--- config.mk ---
export PLATFORM = sky130hd
export DESIGN_NAME = mult_sched_flat
export DESIGN_NICKNAME = d
export VERILOG_FILES = /design/src/rtl/mult_sched_pkg.sv /design/src/rtl/mult_sched_if.sv /design/src/rtl/dsp_mult.sv /design/src/rtl/mult_sched_sat_accum.sv /design/src/rtl/mult_sched.sv /design/src/flat_wrapper.sv
export SDC_FILE = /design/constraint.sdc
export NUM_CORES = 2
export LEC_CHECK = 0
export CORE_ASPECT_RATIO = 1.4
export CORE_MARGIN = 3
export CORE_UTILIZATION = 60
export DETAILED_ROUTE_END_ITERATION = 10
export GPL_ROUTABILITY_DRIVEN = 1
export GPL_TIMING_DRIVEN = 0
export PLACE_DENSITY = 0.83
export SETUP_SLACK_MARGIN = 0.3
export SLEW_MARGIN = 25
export SYNTH_ARGS = -nofsm -noshare
export SYNTH_HDL_FRONTEND = slang
export SYNTH_SLANG_ARGS = --single-unit
--- constraint.sdc ---
create_clock -name clk -period 18.8 [get_ports clk]
set_input_delay 3.76 -clock clk [delete_from_list [all_inputs] [get_ports clk]]
set_output_delay 3.76 -clock clk [all_outputs]
set_load 0.03 [all_outputs]
--- src/rtl/mult_sched_pkg.sv ---
// Shared types, limits and fixed-point helpers for the time-multiplexed voice multiplier.
// Samples are signed Q1.15.
package mult_sched_pkg;

    localparam int BITS   = 16;
    localparam int AW_MAX = BITS + 5;

    typedef logic signed [BITS-1:0]   sample_t;
    typedef logic signed [AW_MAX-1:0] wide_t;

    typedef enum logic [1:0] {
        IDLE = 2'd0,
        SCAN = 2'd1,
        DONE = 2'd2
    } state_t;

    localparam sample_t SMAX = sample_t'({1'b0, {(BITS-1){1'b1}}});
    localparam sample_t SMIN = sample_t'({1'b1, {(BITS-1){1'b0}}});

    function automatic sample_t sat_clamp(input wide_t a);
        sample_t r;
        if (a > wide_t'(SMAX)) begin
            r = SMAX;
        end else if (a < wide_t'(SMIN)) begin
            r = SMIN;
        end else begin
            r = a[BITS-1:0];
        end
        return r;
    endfunction

    // Q1.15 product, floored; -1 x -1 is the only result that cannot be represented.
    function automatic sample_t q_mul(input sample_t a, input sample_t b);
        logic signed [2*BITS-1:0] full;
        logic signed [2*BITS-1:0] sh;
        sample_t r;
        full = (2*BITS)'(a) * (2*BITS)'(b);
        sh   = full >>> (BITS-1);
        if ((a == SMIN) && (b == SMIN)) begin
            r = SMAX;
        end else begin
            r = sh[BITS-1:0];
        end
        return r;
    endfunction

endpackage

--- src/rtl/mult_sched_if.sv ---
// Voice operand / product bus between the voice blocks and the shared-multiplier scheduler.
interface mult_sched_if #(parameter int N = 4);
    import mult_sched_pkg::*;

    logic              sampleTick;
    logic [N*BITS-1:0] xIn;
    logic [N*BITS-1:0] yIn;
    logic [N-1:0]      enaMask;
    logic [N*BITS-1:0] sigOut;
    logic [BITS-1:0]   mixOut;
    logic              busy;
    logic              done;
    logic              overrun;

    modport master (
        output sampleTick, xIn, yIn, enaMask,
        input  sigOut, mixOut, busy, done, overrun
    );

    modport slave (
        input  sampleTick, xIn, yIn, enaMask,
        output sigOut, mixOut, busy, done, overrun
    );

endinterface

--- src/rtl/dsp_mult.sv ---
// Signed Q1.15 multiplier shared by all voices.
module dsp_mult
    import mult_sched_pkg::*;
(
    input  sample_t a,
    input  sample_t b,
    output sample_t p
);

    assign p = q_mul(a, b);

endmodule

--- src/rtl/mult_sched_sat_accum.sv ---
// Clearable wide accumulator of voice products with a saturating Q1.15 view of the sum.
module mult_sched_sat_accum
    import mult_sched_pkg::*;
#(
    parameter int AW = BITS + 2
) (
    input  logic    clk,
    input  logic    rst,
    input  logic    clr,
    input  logic    en,
    input  sample_t din,
    output sample_t sat
);

    logic signed [AW-1:0] acc_r;

    // Running sum, wide enough that N full-scale products never wrap.
    always_ff @(posedge clk or posedge rst) begin
        if (rst) begin
            acc_r <= {AW{1'b0}};
        end else if (clr) begin
            acc_r <= {AW{1'b0}};
        end else if (en) begin
            acc_r <= acc_r + AW'(din);
        end else begin
            acc_r <= acc_r;
        end
    end

    assign sat = sat_clamp(AW_MAX'(acc_r));

endmodule

--- src/rtl/mult_sched.sv ---
// Scheduler that walks N snapshotted voice operand pairs through one dsp_mult per sample
// and publishes all products plus a saturated mix in a single cycle.
module mult_sched
    import mult_sched_pkg::*;
#(
    parameter int N = 4
) (
    input  logic        clk,
    input  logic        rst,
    mult_sched_if.slave bus
);

    localparam int IW = (N > 1) ? $clog2(N) : 1;
    localparam int AW = BITS + $clog2(N);
    localparam logic [IW-1:0] LAST = IW'(N - 1);

    state_t            state_r;
    state_t            state_s;
    logic [IW-1:0]     idx_r;
    sample_t           snap_x_r [N];
    sample_t           snap_y_r [N];
    logic [N-1:0]      ena_r;
    sample_t           work_r [N];
    logic [N*BITS-1:0] sig_r;
    logic [N*BITS-1:0] sig_pack_s;
    sample_t           mix_r;
    logic              done_r;
    logic              pending_r;
    logic              pending_s;
    logic              overrun_r;
    logic              overrun_s;
    logic              capture_s;
    logic              step_s;
    logic              publish_s;
    sample_t           mul_p_s;
    sample_t           prod_s;
    sample_t           sat_s;

    dsp_mult u_mult (
        .a (snap_x_r[idx_r]),
        .b (snap_y_r[idx_r]),
        .p (mul_p_s)
    );

    assign prod_s = ena_r[idx_r] ? mul_p_s : sample_t'({BITS{1'b0}});

    mult_sched_sat_accum #(.AW(AW)) u_accum (
        .clk (clk),
        .rst (rst),
        .clr (capture_s),
        .en  (step_s),
        .din (prod_s),
        .sat (sat_s)
    );

    // Next state, datapath strobes and the pending/overrun bookkeeping for ticks seen while busy.
    always_comb begin
        state_s   = state_r;
        capture_s = 1'b0;
        step_s    = 1'b0;
        publish_s = 1'b0;
        pending_s = pending_r;
        overrun_s = overrun_r;
        case (state_r)
            IDLE: begin
                if (bus.sampleTick) begin
                    capture_s = 1'b1;
                    state_s   = SCAN;
                end else begin
                    state_s   = IDLE;
                end
            end
            SCAN: begin
                step_s = 1'b1;
                if (bus.sampleTick && pending_r) begin
                    overrun_s = 1'b1;
                end else if (bus.sampleTick) begin
                    pending_s = 1'b1;
                end else begin
                    pending_s = pending_r;
                end
                if (idx_r == LAST) begin
                    state_s = DONE;
                end else begin
                    state_s = SCAN;
                end
            end
            DONE: begin
                // A tick landing on DONE restarts directly; with one already pending it is the lost one.
                publish_s = 1'b1;
                pending_s = 1'b0;
                if (bus.sampleTick && pending_r) begin
                    overrun_s = 1'b1;
                end else begin
                    overrun_s = overrun_r;
                end
                if (pending_r || bus.sampleTick) begin
                    capture_s = 1'b1;
                    state_s   = SCAN;
                end else begin
                    state_s   = IDLE;
                end
            end
            default: begin
                state_s = IDLE;
            end
        endcase
    end

    // State, round index and tick bookkeeping registers.
    always_ff @(posedge clk or posedge rst) begin
        if (rst) begin
            state_r   <= IDLE;
            idx_r     <= {IW{1'b0}};
            pending_r <= 1'b0;
            overrun_r <= 1'b0;
        end else begin
            state_r   <= state_s;
            pending_r <= pending_s;
            overrun_r <= overrun_s;
            if (capture_s) begin
                idx_r <= {IW{1'b0}};
            end else if (step_s) begin
                idx_r <= (idx_r == LAST) ? {IW{1'b0}} : idx_r + IW'(1);
            end else begin
                idx_r <= idx_r;
            end
        end
    end

    // Operand snapshot and per-voice working products.
    always_ff @(posedge clk or posedge rst) begin
        if (rst) begin
            ena_r <= {N{1'b0}};
            for (int k = 0; k < N; k++) begin
                snap_x_r[k] <= sample_t'({BITS{1'b0}});
                snap_y_r[k] <= sample_t'({BITS{1'b0}});
                work_r[k]   <= sample_t'({BITS{1'b0}});
            end
        end else begin
            if (capture_s) begin
                ena_r <= bus.enaMask;
                for (int k = 0; k < N; k++) begin
                    snap_x_r[k] <= bus.xIn[k*BITS +: BITS];
                    snap_y_r[k] <= bus.yIn[k*BITS +: BITS];
                end
            end else begin
                ena_r <= ena_r;
            end
            if (step_s) begin
                work_r[idx_r] <= prod_s;
            end else begin
                work_r[idx_r] <= work_r[idx_r];
            end
        end
    end

    // Flatten the working registers into the packed output layout.
    always_comb begin
        sig_pack_s = {(N*BITS){1'b0}};
        for (int k = 0; k < N; k++) begin
            sig_pack_s[k*BITS +: BITS] = work_r[k];
        end
    end

    // Published outputs; all voices and the mix change together on the done pulse.
    always_ff @(posedge clk or posedge rst) begin
        if (rst) begin
            sig_r  <= {(N*BITS){1'b0}};
            mix_r  <= sample_t'({BITS{1'b0}});
            done_r <= 1'b0;
        end else if (publish_s) begin
            sig_r  <= sig_pack_s;
            mix_r  <= sat_s;
            done_r <= 1'b1;
        end else begin
            sig_r  <= sig_r;
            mix_r  <= mix_r;
            done_r <= 1'b0;
        end
    end

    assign bus.sigOut  = sig_r;
    assign bus.mixOut  = mix_r;
    assign bus.done    = done_r;
    assign bus.busy    = (state_r != IDLE);
    assign bus.overrun = overrun_r;

endmodule

--- src/flat_wrapper.sv ---
// flat-port wrapper written by rule: the top's interface ports become plain ports
module mult_sched_flat import mult_sched_pkg::*;
#(
    parameter int N = 4
)
  (clk, rst, bus_sampleTick, bus_xIn, bus_yIn, bus_enaMask, bus_sigOut, bus_mixOut, bus_busy, bus_done, bus_overrun);
  mult_sched_if #(.N(N)) bus_i ();
  input  logic clk;
  input  logic rst;
  input wire logic [$bits(bus_i.sampleTick)-1:0] bus_sampleTick;
  input wire logic [$bits(bus_i.xIn)-1:0] bus_xIn;
  input wire logic [$bits(bus_i.yIn)-1:0] bus_yIn;
  input wire logic [$bits(bus_i.enaMask)-1:0] bus_enaMask;
  output wire logic [$bits(bus_i.sigOut)-1:0] bus_sigOut;
  output wire logic [$bits(bus_i.mixOut)-1:0] bus_mixOut;
  output wire logic [$bits(bus_i.busy)-1:0] bus_busy;
  output wire logic [$bits(bus_i.done)-1:0] bus_done;
  output wire logic [$bits(bus_i.overrun)-1:0] bus_overrun;
  assign bus_i.sampleTick = bus_sampleTick;
  assign bus_i.xIn = bus_xIn;
  assign bus_i.yIn = bus_yIn;
  assign bus_i.enaMask = bus_enaMask;
  assign bus_sigOut = bus_i.sigOut;
  assign bus_mixOut = bus_i.mixOut;
  assign bus_busy = bus_i.busy;
  assign bus_done = bus_i.done;
  assign bus_overrun = bus_i.overrun;
  mult_sched #(.N(N)) u_core (.clk(clk), .rst(rst), .bus(bus_i));
endmodule
* Word-level counts from Yosys, hierarchy flattened
Cells that the tools add are included.
W data, S select, Z words.
** Word-level totals
- Flip-flop bits (word level) :: 301
- Output and inout port bits :: 83
- Input port bits :: 135
- Logic and storage cells :: 86
** Operators by class
- Equal/unequal tests :: 7
- Multiplexer cells :: 38
- Add/subtract/negate cells :: 2
- Bitwise operators :: 1
- Reduce and logical (&&, ||, !) cells :: 11
- $mul :: 1
- Magnitude comparators :: 5
** Operator list (number)
- $mux W16 :: 11
- $bwmux W64 :: 2
- $bmux W16 S2 :: 3
- $mux W64 :: 1
- $mux W18 :: 2
- $demux W16 S2 :: 1
- $eq A16 B16 Y1 const B :: 2
- $mul A16 B16 Y31 :: 1
- $add A18 B16 Y18 :: 1
- $gt A18 B16 Y1 const B :: 1
- $lt A18 B16 Y1 const B :: 1
- $mux W1 :: 10
- $mux W2 :: 4
- $pmux W2 S3 :: 1
- $reduce_bool A2 Y1 :: 3
- $eq A2 B2 Y1 const B :: 2
- $ne A2 B2 Y1 const B :: 2
- $pmux W1 S2 :: 2
- $ge A3 B3 Y1 const B :: 1
- $logic_and A1 B1 Y1 :: 3
- $lt A2 B3 Y1 const B :: 1
- $lt A3 B1 Y1 const B :: 1
- $not A2 Y3 :: 1
- $reduce_and A3 Y1 :: 1
- 7 further kinds :: 7

* Longest topological paths before layout
- Word-level depth :: 11
- Mapped depth :: 42
- Depth with buffers taken out :: 36

* Modules after synthesis
Synthesis repeated with hierarchy kept, for this count alone.
** Second synthesis, totals
- Cell total of the unflattened synthesis :: 2183
- Area total of the unflattened synthesis :: 23904.2 sq um
** By module, submodules not included
- mult_sched :: seq. area each 7081.8 sq um, times used 1, cells an instance 866, area an instance 12441.9 sq um
- dsp_mult :: seq. area each 0.0 sq um, times used 1, cells an instance 1054, area an instance 9515.4 sq um
- mult_sched_sat_accum :: seq. area each 450.4 sq um, times used 1, cells an instance 263, area an instance 1946.9 sq um

* Worst setup path before layout
OpenSTA, ideal clock, no wires.
- Path type :: flip-flop to flip-flop
- From :: reg u_core.idx_r[0]
- To :: reg u_core.u_accum.acc_r[16]
- Library setup time :: 0.126 ns
- Arrival :: 9.450 ns
- Stages on the path, launching flop included :: 39
- Path buffers :: 6
- Slack :: 9.223 ns
- Cell sequence :: dfrtp_1 -> buf_6 -> buf_2 -> buf_2 -> buf_1 -> clkbuf_1 -> mux2i_1 -> nand2_1 -> o21ai_0 -> clkbuf_1 -> nor2_1 -> fa_1 -> inv_1 -> fa_1 -> fa_1 -> inv_1 -> fa_1 -> fa_1 -> (+3 left out) -> ha_1 -> and3_1 -> o31ai_1 -> nand2_1 -> a211oi_1 -> o31ai_1 -> xnor2_1 -> a21oi_1 -> ha_1 -> fa_1 -> a211o_1 -> a21boi_0 -> o21a_1 -> o21ai_0 -> o21a_1 -> o21a_1 -> o31ai_1 -> o21ai_1
** Between the ends
- Cells in the longest elaborated chain, start to end :: 11
- Elaborated cells on any way between the ends :: 18
** RTL lines
- start: declaration :: line mult_sched.sv:19 : logic [IW-1:0] idx_r;
- start signal: assignment :: line mult_sched.sv:114 : idx_r <= {IW{1'b0}};
- start signal: assignment :: line mult_sched.sv:122 : idx_r <= {IW{1'b0}};
- start signal: assignment :: line mult_sched.sv:124 : idx_r <= (idx_r == LAST) ? {IW{1'b0}} : idx_r + IW'(1);
- parallel branches: the longest is 7 deep, another holds $mul A16 B16 Y31
- $mux W16 * :: line mult_sched.sv:45 : assign prod_s = ena_r[idx_r] ? mul_p_s : sample_t'({BITS{1'b0}});
- $add A18 B16 Y18 * :: line mult_sched_sat_accum.sv:24 : acc_r <= acc_r + AW'(din);
- $mux W18 * :: line mult_sched_sat_accum.sv:23 : end else if (en) begin
- $mux W18 * :: line mult_sched_sat_accum.sv:21 : end else if (clr) begin
- end signal: assignment :: line mult_sched_sat_accum.sv:22 : acc_r <= {AW{1'b0}};
- end signal: assignment :: line mult_sched_sat_accum.sv:24
- end signal: assignment :: line mult_sched_sat_accum.sv:26 : acc_r <= acc_r;
- end: declaration :: line mult_sched_sat_accum.sv:15 : logic signed [AW-1:0] acc_r;
Mark *: on every way between the ends. The select of a mux whose other input is x is not followed.
A chain may end at the register's enable or synchronous reset.

* Worst setup path in the final report
- From :: reg u_core.idx_r[1]
- To :: reg u_core.u_accum.acc_r[16]
Same word-level chain as after synthesis.

==> impl_metrics.py <==
metrics = {
    "worst_setup_path": {
        "cp_common_cell": "fa_1",
        "cpMaxStageDelayCell": "o21ai_0",
        "crit_buf_inv": 10,
        "crit_path_max_incr_delay_ns": 0.72,
        "cp_top_family": "adder cells",
        "cp.arrival_ns": 12.83,
        "end_kind": "flip-flop",
        "startpoint_type": "flip-flop",
        "worstSetupPathType": "reg2reg",
        "cp_data_required_time_ns": 19.33,
        "path_max_fanout": 10,
    },
    "min_path": {
        "hp-class": "reg2reg",
    },
    "clocking": {
        "cts_hold_buf": 0,
        "cts_buffers": 30,
        "clkSlewWorstSetupHoldPaths_ns": 0.07,
        "cts.htree.levels": 1,
        "cts_tree": "yes",
        "clock_latency_ns": 0.61,
        "root_buffer": "clkbuf_16",
        "cts_buffer_depth": 3,
        "cts_setup_buffers": 0,
        "cts.repair.resized": 0,
        "numClockSinks": 301,
    },
    "placed_design": {
        "pre_cts_ws_ns": 6.83,
        "io_buffers": 217,
        "gp_congestion": 1.02,
        "dp_hpwl_mm": 55.0,
    },
    "layout": {
        "drive_above_1_share": 0.0790,
        "fillers": 2723,
        "multi_input_area_um2": 14300,
        "syn_to_final_growth_pct": 17.1,
        "final_nets": 3163,
        "final_cell_mix": "nand2_1, inv_1, dfrtp_1",
        "layout_commonest_cell": "nand2_1",
        "final_util": 0.713,
        "layout.area.seq_um2": 7530,
    },
    "run": {
        "drv_cap": 0,
    },
    "synthesis": {
        "ys_types": 66,
        "ys_seq_area_frac": 0.321,
        "syn_nets": 2911,
        "synth_edf_count": 0,
        "synth_area_um2": 23500,
        "ys_seq_elements": 301,
        "avgSynthCellArea_um2": 9.71,
        "synth_warnings": 0,
        "synth_cells": 2419,
        "postSynth.asyncResetShare": 1.00,
        "synth_ff_type": "dfrtp_1",
    },
    "drt": {
        "first_pass_iters": 6,
        "viasPerCell": 5.88,
        "vias": 18920,
        "final_antenna_net_count": 0,
        "routedWlPerCell_um": 21.7,
        "drtIter0Drc": 1453,
        "drc": 0,
        "wirelength_mm": 70.0,
    },
    "timing": {
        "period_share": 0.654,
        "skew_ns": 0.0422,
        "finalHoldViolCount": 0,
        "slew-limit-headroom": 0.317,
        "min_period_ns": 12.30,
        "max_freq_mhz": 81.3,
        "setup_viol": 0,
        "worst_slew_pin_slew_ns": 1.03,
        "rsz0062_at_grt": "false",
        "layout_setup_ws_ns": 6.50,
        "fin_setup_tns_ns": 0,
        "slew_viol_final": 0,
    },
    "floorplanning": {
        "dieArea_um2": 41600,
        "die_h_um": 240,
        "core-area_um2": 38600,
        "die_x_um": 173,
        "initial_core_util": 0.609,
        "rows": 85,
        "ioPinCount": 218,
    },
    "global_route": {
        "grt_pass1_vias": 20681,
        "grt_max_degree": 104,
        "grtUsageMet2": 0.577,
        "grt_util_met3": 0.0550,
        "grt.overflow.total": 0,
        "antenna_found_initial": 1,
        "grtUsageMet1": 0.376,
        "grt_pass1_wl_mm": 109,
        "grt_busiest_layer": "met2",
        "grt_usage": 0.337,
    },
    "status": {
        "outcome": "finished, final reports clean",
    },
}
==> layout make-up <==
type | count | area share
flip-flops and latches | 301 | 0.274
repair buffers | 220 | 0.0819
inverters | 321 | 0.0441
clock inverters | 16 | 0.00887
clock buffers | 40 | 0.0308
diodes | 1 | 0.0000909
well taps | 522 | 0.0237
plain buffers | 116 | 0.0172
multi-input cells | 1681 | 0.520
==> per-stage QoR <==
step	cell area (um^2)	hold slack, ns	std cells
after floorplan	23500	0.440	2419
after global placement	26300	0.452	3158
after detailed placement	26400	0.457	3161
after CTS	27500	0.476	3217
after global routing	27500	0.493	3218
final	27500	0.476	3218
==> flip-flops by register name, summed over array words and instances (netlist names), 2 cells and up <==
register	count
u_core.idx_r	2
u_core.sig_pack_s	64
u_core.snap_x_r	64
u_core.state_r	2
u_core.ena_r	4
u_core.bus.sigOut	64
u_core.u_accum.acc_r	18
u_core.bus.mixOut	16
u_core.snap_y_r	64
==> cell usage after synthesis (22+ instances only) <==
cell type	count	area (um^2)
fa_1	256	5120
dfrtp_1	301	7530
o21ai_0	45	225
inv_1	319	1200
mux2i_1	45	450
and2_1	57	357
clkbuf_1	94	353
xnor2_1	22	193
mux2_2	82	923
mux4_2	46	1040
nor2_1	176	661
a21oi_1	92	460
ha_1	101	1260
nand2_1	567	2130
==> worst reg2reg max path, delay by kind of cell, from the launching register on <==
family,cells,cell delay (ns)
AO/OA/AOI/OAI,11,3.26
XOR/XNOR,1,0.19
adder cells (fa/ha/maj),8,3.72
buffers and inverters,10,3.10
flip-flops,1,0.39
multiplexers,1,0.14
AND/OR/NAND/NOR,7,1.40
==> path summary, 6_finish.rpt <==
path	start	endpoint	slack (ns)	cells past startpoint
min reg2reg	u_core.ena_r[1]	u_core.ena_r[1]	0.48	2
max reg2reg	u_core.idx_r[1]	u_core.u_accum.acc_r[16]	6.50	38
max	u_core.idx_r[1]	u_core.u_accum.acc_r[16]	6.50	38
min in group asynchronous	rst	u_core.bus.mixOut[1]	3.73	3
min	u_core.ena_r[1]	u_core.ena_r[1]	0.48	2
max in group asynchronous	rst	u_core.snap_y_r[30]	13.72	5
==> metal layers <==
metal  wire [um]  vias to the layer above  part of all wire
met5           0                        -                 0
met4        6430                        0             0.092
met3        5340                      340             0.076
met2       35300                      951              0.50
met1       22900                     9463              0.33
li1            -                     8166                 -
==> cells by family after synthesis <==
kind of cell / Yosys count / share of synthesized area
and+or+nand+nor: 877 / 0.155
adders and majority gates: 357 / 0.272
buffers and inverters: 437 / 0.0714
xor gates and xnor gates: 31 / 0.0133
AOI/OAI and AO/OA: 243 / 0.0650
muxes: 173 / 0.103
DFF: 301 / 0.321
Power is not shown: default switching activity piles up to over one toggle a cycle in this logic, so the estimate is an artifact.
